**src/rtl/pool_controller_pkg.sv**
```systemverilog
// Shared definitions for the 2x2 max-pooling controller: defaults, address width
// and FSM state encoding.
package pool_controller_pkg;

   localparam int DATA_W_DEFAULT = 16;
   localparam int IMG_W_DEFAULT  = 256;
   localparam int ADDR_W         = 20;

   typedef enum logic [2:0] {
      IDLE,
      RD0,
      RD1,
      RD2,
      RD3,
      LAST,
      WR,
      DONE
   } state_t;

endpackage

```
**src/rtl/pool_max_reg.sv**
```systemverilog
// Running-maximum register for one 2x2 window: unconditional load of the first
// sample, then replacement only by a strictly greater signed value.
module pool_max_reg
   import pool_controller_pkg::*;
#(
   parameter int DATA_W = DATA_W_DEFAULT
) (
   input  logic              clk,
   input  logic              rst,
   input  logic              load,
   input  logic              update,
   input  logic [DATA_W-1:0] d,
   output logic [DATA_W-1:0] q
);

   always_ff @(posedge clk or posedge rst) begin
      if (rst) begin
         q <= '0;
      end else if (load) begin
         q <= d;
      end else if (update && ($signed(d) > $signed(q))) begin
         // Ties keep the held value; the pooled result is the same either way.
         q <= d;
      end
   end

endmodule

```
**src/rtl/pool_controller.sv**
```systemverilog
// 2x2 stride-2 max-pooling controller: walks the conv result RAM window by window
// and writes one pooled word per six cycles to the pooled RAM.
module pool_controller
   import pool_controller_pkg::*;
#(
   parameter int DATA_W = DATA_W_DEFAULT,
   parameter int IMG_W  = IMG_W_DEFAULT
) (
   input  logic              clk,
   input  logic              rst,
   input  logic              start,
   output logic [19:0]       RAM_A,
   output logic              RAM_OE,
   input  logic [DATA_W-1:0] RAM_Q,
   output logic [19:0]       POOL_A,
   output logic              POOL_WE,
   output logic [DATA_W-1:0] POOL_D,
   output logic              busy,
   output logic              done
);

   localparam int                HALF     = IMG_W / 2;
   localparam logic [ADDR_W-1:0] IMG_W_A  = ADDR_W'(IMG_W);
   localparam logic [ADDR_W-1:0] HALF_A   = ADDR_W'(HALF);
   localparam logic [ADDR_W-1:0] LAST_IDX = ADDR_W'(HALF - 1);

   state_t            state, state_nx;
   logic [ADDR_W-1:0] prow, pcol;
   logic [ADDR_W-1:0] rd_base;
   logic              last_word;
   logic              max_load, max_update;
   logic [DATA_W-1:0] max_q;

   // Top-left pixel of the current window; the other three are fixed offsets.
   assign rd_base   = (prow << 1) * IMG_W_A + (pcol << 1);
   assign last_word = (prow == LAST_IDX) && (pcol == LAST_IDX);
   assign busy      = (state != IDLE) && (state != DONE);

   // NOTE: clocked state uses non-blocking (<=) so every register sees pre-edge values.
   always_ff @(posedge clk or posedge rst) begin
      if (rst) begin
         state <= IDLE;
         prow  <= '0;
         pcol  <= '0;
      end else begin
         state <= state_nx;
         if (state == WR) begin
            if (pcol == LAST_IDX) begin
               pcol <= '0;
               prow <= prow + 1'b1;
            end else begin
               pcol <= pcol + 1'b1;
            end
         end else if (state == DONE) begin
            prow <= '0;
            pcol <= '0;
         end
      end
   end

   // NOTE: every combinational output gets a default first, so no branch can infer a latch.
   always_comb begin
      state_nx   = state;
      RAM_A      = '0;
      RAM_OE     = 1'b0;
      POOL_A     = '0;
      POOL_WE    = 1'b0;
      POOL_D     = '0;
      done       = 1'b0;
      max_load   = 1'b0;
      max_update = 1'b0;
      case (state)
         IDLE: if (start) state_nx = RD0;
         RD0: begin
            RAM_OE   = 1'b1;
            RAM_A    = rd_base;
            state_nx = RD1;
         end
         RD1: begin
            RAM_OE   = 1'b1;
            RAM_A    = rd_base + 1'b1;
            max_load = 1'b1;
            state_nx = RD2;
         end
         RD2: begin
            RAM_OE     = 1'b1;
            RAM_A      = rd_base + IMG_W_A;
            max_update = 1'b1;
            state_nx   = RD3;
         end
         RD3: begin
            RAM_OE     = 1'b1;
            RAM_A      = rd_base + IMG_W_A + 1'b1;
            max_update = 1'b1;
            state_nx   = LAST;
         end
         // Read data lags the address by one cycle, so the RD3 sample lands here.
         LAST: begin
            max_update = 1'b1;
            state_nx   = WR;
         end
         WR: begin
            POOL_WE  = 1'b1;
            POOL_A   = prow * HALF_A + pcol;
            POOL_D   = max_q;
            state_nx = last_word ? DONE : RD0;
         end
         DONE: begin
            done     = 1'b1;
            state_nx = IDLE;
         end
         default: state_nx = IDLE;
      endcase
   end

   pool_max_reg #(
      .DATA_W(DATA_W)
   ) u_max (
      .clk   (clk),
      .rst   (rst),
      .load  (max_load),
      .update(max_update),
      .d     (RAM_Q),
      .q     (max_q)
   );

endmodule

```
**config.mk**
```make
export PLATFORM = sky130hd
export DESIGN_NAME = pool_controller
export DESIGN_NICKNAME = d
export VERILOG_FILES = /design/src/rtl/pool_controller_pkg.sv /design/src/rtl/pool_max_reg.sv /design/src/rtl/pool_controller.sv
export SDC_FILE = /design/constraint.sdc
export NUM_CORES = 1
export LEC_CHECK = 0
export CAP_MARGIN = 30
export CELL_PAD_IN_SITES_DETAIL_PLACEMENT = 0
export CELL_PAD_IN_SITES_GLOBAL_PLACEMENT = 1
export CORE_ASPECT_RATIO = 2
export CORE_MARGIN = 2
export CORE_UTILIZATION = 42
export DETAILED_ROUTE_END_ITERATION = 8
export HOLD_SLACK_MARGIN = 0.08
export PLACE_DENSITY_LB_ADDON = 0.05
export REMOVE_ABC_BUFFERS = 1
export SLEW_MARGIN = 10
export SYNTH_ARGS = -nofsm -noshare
export SYNTH_HDL_FRONTEND = slang
export SYNTH_SLANG_ARGS = --single-unit
export TNS_END_PERCENT = 10
```
**constraint.sdc**
```tcl
create_clock -name clk -period 3.1 [get_ports clk]
set_input_delay 0.31 -clock clk [delete_from_list [all_inputs] [get_ports clk]]
set_output_delay 0.31 -clock clk [all_outputs]
set_load 0.03 [all_outputs]
```
==> out/results.txt <==
status: finished, violations left
violations in the final reports: setup timing
vias in the first global route: 5896
Mapped Cells: 697
Mapped Area: 0.00556 sq mm
CTS max path bufs: 2
root buf cell: clkbuf_16
starting DRC count in detailed routing: 228
via count: 5863
Crit Path Category: register to output pin
sw frac: 44.1%
largest net degree at the start of global routing: 60
internal power: 2.36 mW
share of layout cells above drive strength 1: 16.8%
worst skew pair latency: 0.34 ns
unique cell type count in the Yosys netlist: 74
Flop pwr share: 24.9%
minimum clock period: 3.24 ns
First-pass DRT Iterations: 5
Max Freq: 309 MHz
Mapped Avg Cell Area: 7.98 sq um
worst hold path type: primary input to async pin
Die Span Y: 167 um
Nets: 868
PD cells: 576 mW/mm^2
Post-synth top cells: nand2_1, nor2_1, dfrtp_1
max_cap viols: 0
vias per cell: 6.09
peak supply drop: 0.000567 V
GRT overflow: 0
Leak Pwr: 3.28 nW
flops & latches, synth: 59
first-pass GRT wire length: 29400 um
# setup viols final: 5
most frequent cell after synthesis: nand2_1
setup_tns: -0.345 ns
hold_buf cts: 0
gpl congestion: 0.904
Main synth FF type: dfrtp_1
Seq/Total Area, Yosys: 26.5%
die width: 85.4 um
DR WL/cell: 19.1 um
number of H-tree levels: 3
Die ar.: 0.0142 sq mm
kind of start point of the critical path: register
Ant. Diodes: 0
max_slew headroom: 44.5%
IO Port Bufs: 78
final hold violations: 0
DP HPWL: 14200 um
Synth top area share: 26.5%
CP max FO: 4
clk_skew: 0.00459 ns
Ys Warns: 0
leading area contributor after synthesis: dfrtp_1
Remaining DRCs: 0
sw power: 1.86 mW
Num CTS Buffers: 9
initial antenna violation count: 0
Final Util: 56.3%
Final Cycle Share: 104%
asr flop ratio synth: 100%
overall routing resource usage: 26.0%
RSZ-0062 raised after global routing: true
Placeable Area: 0.0130 sq mm
WL final: 18400 um
final worst slack: -0.138 ns
max-slew violation count: 0
EDFF count, synth: 0
critical path required time: 2.79 ns
total power: 4.22 mW
Worst Path Arrival: 2.93 ns
Clock Sinks: 59
Worst-path clk slew: 0.05 ns
Initial Util: 42.8%
CTS tree: done
# rows: 59
Slew @ Worst Pin: 0.833 ns
Clk network pwr share: 23.4%
Comb power frac: 51.7%
post-route ant nets: 0
Setup crit end kind: output pin
synth top area cells: dfrtp_1, ha_1, nand2_1
P&R area growth vs syn: 31.6%
io pins: 79
-- area by class of cell --
| cell class | instances | area [sq um] |
|---|---|---|
| clock buffers | 11 | 233 |
| clock inverters | 5 | 53.8 |
| fillers | 1250 | 5670 |
| inverters | 32 | 120 |
| multi-input cells | 572 | 4010 |
| flip-flops and latches | 59 | 1480 |
| well taps | 152 | 190 |
| repair buffers | 132 | 1230 |
-- critical path, stage by stage (launching register included) --
cell	delay [ns]
dfrtp_1	0.44
ha_4	0.34
nor2_1	0.08
o31a_1	0.38
xnor2_1	0.31
nand3_2	0.15
or4_4	0.43
o211ai_1	0.26
clkbuf_16	0.20
-- registers in the layout, summed over array words and instances (netlist names) --
register and cells:
pcol 20, prow 20, state 3, u_max.q 16
-- per-layer routing --
layer	global-route usage [%]	part of all wire [%]
met4	15.9	6.6
met2	49.3	55
met5	0	0
met1	25.6	34
met3	3.57	3.5
-- power groups by stage --
stage                     Clock [mW]  Sequential (mW)  Combinational (mW)
after floorplan                    0             1.05                1.31
after global placement             0             1.06                2.06
after detailed placement           0             1.06                2.14
after CTS                       1.01             1.05                2.16
after global routing            1.05             1.07                2.41
final                          0.988             1.05                2.18
-- per-stage QoR --
stage | hold slack [ns] | setup WS [ns] | std cells | instance area (sq um)
floorplan | 0.439 | -1.29 | 663 | 5380
global placement | 0.522 | 0.0771 | 942 | 6770
detailed placement | 0.551 | 0.0600 | 943 | 6790
CTS | 0.569 | -0.175 | 959 | 7150
global route | 0.594 | -0.278 | 963 | 7320
finish | 0.538 | -0.138 | 963 | 7320
-- kinds of logic after synthesis --
| kind of cell | Yosys count | synth area share (%) |
|---|---|---|
| buffers and inverters | 66 | 5.35 |
| AOI/OAI and AO/OA | 197 | 24.6 |
| muxes | 4 | 0.720 |
| and+or+nand+nor | 286 | 26.3 |
| DFF | 59 | 26.5 |
| adders and majority gates | 43 | 9.94 |
| xor gates and xnor gates | 42 | 6.61 |
-- cells in the final DEF (no fill, tap or decap), types with 19 or more instances in the layout --
cell type	count
xor2_1	24
buf_4	60
ha_1	37
nor2_1	69
o21ai_0	38
nand2_1	80
nand3_1	19
inv_1	29
dfrtp_1	57
and2_1	19
a21oi_1	24
clkdlybuf4s50_1	61
-- path summary, 6_finish.rpt --
path	start	endpoint	slack, ns	cells after the start
worst max-delay path	pcol[10]	RAM_A[18]	-0.14	8
worst min-delay path	rst	u_max.q[4]	0.54	3
worst max register to register	state[0]	prow[17]	0.54	6
worst min register to register	pcol[19]	pcol[19]	0.56	1
max in group asynchronous	rst	prow[4]	1.96	3
min in group clk	pcol[19]	pcol[19]	0.56	1
-- what timing repair did --
| action | CTS | global route |
|---|---|---|
| endpoints found under the hold margin | 0 | 0 |
| resized for setup | 18 | 36 |
| pin swaps | 7 | 11 |
| buffers inserted | 0 | 4 |
| endpoints found under the setup margin | 13 | 19 |
Power figures use the tool's default switching activity.
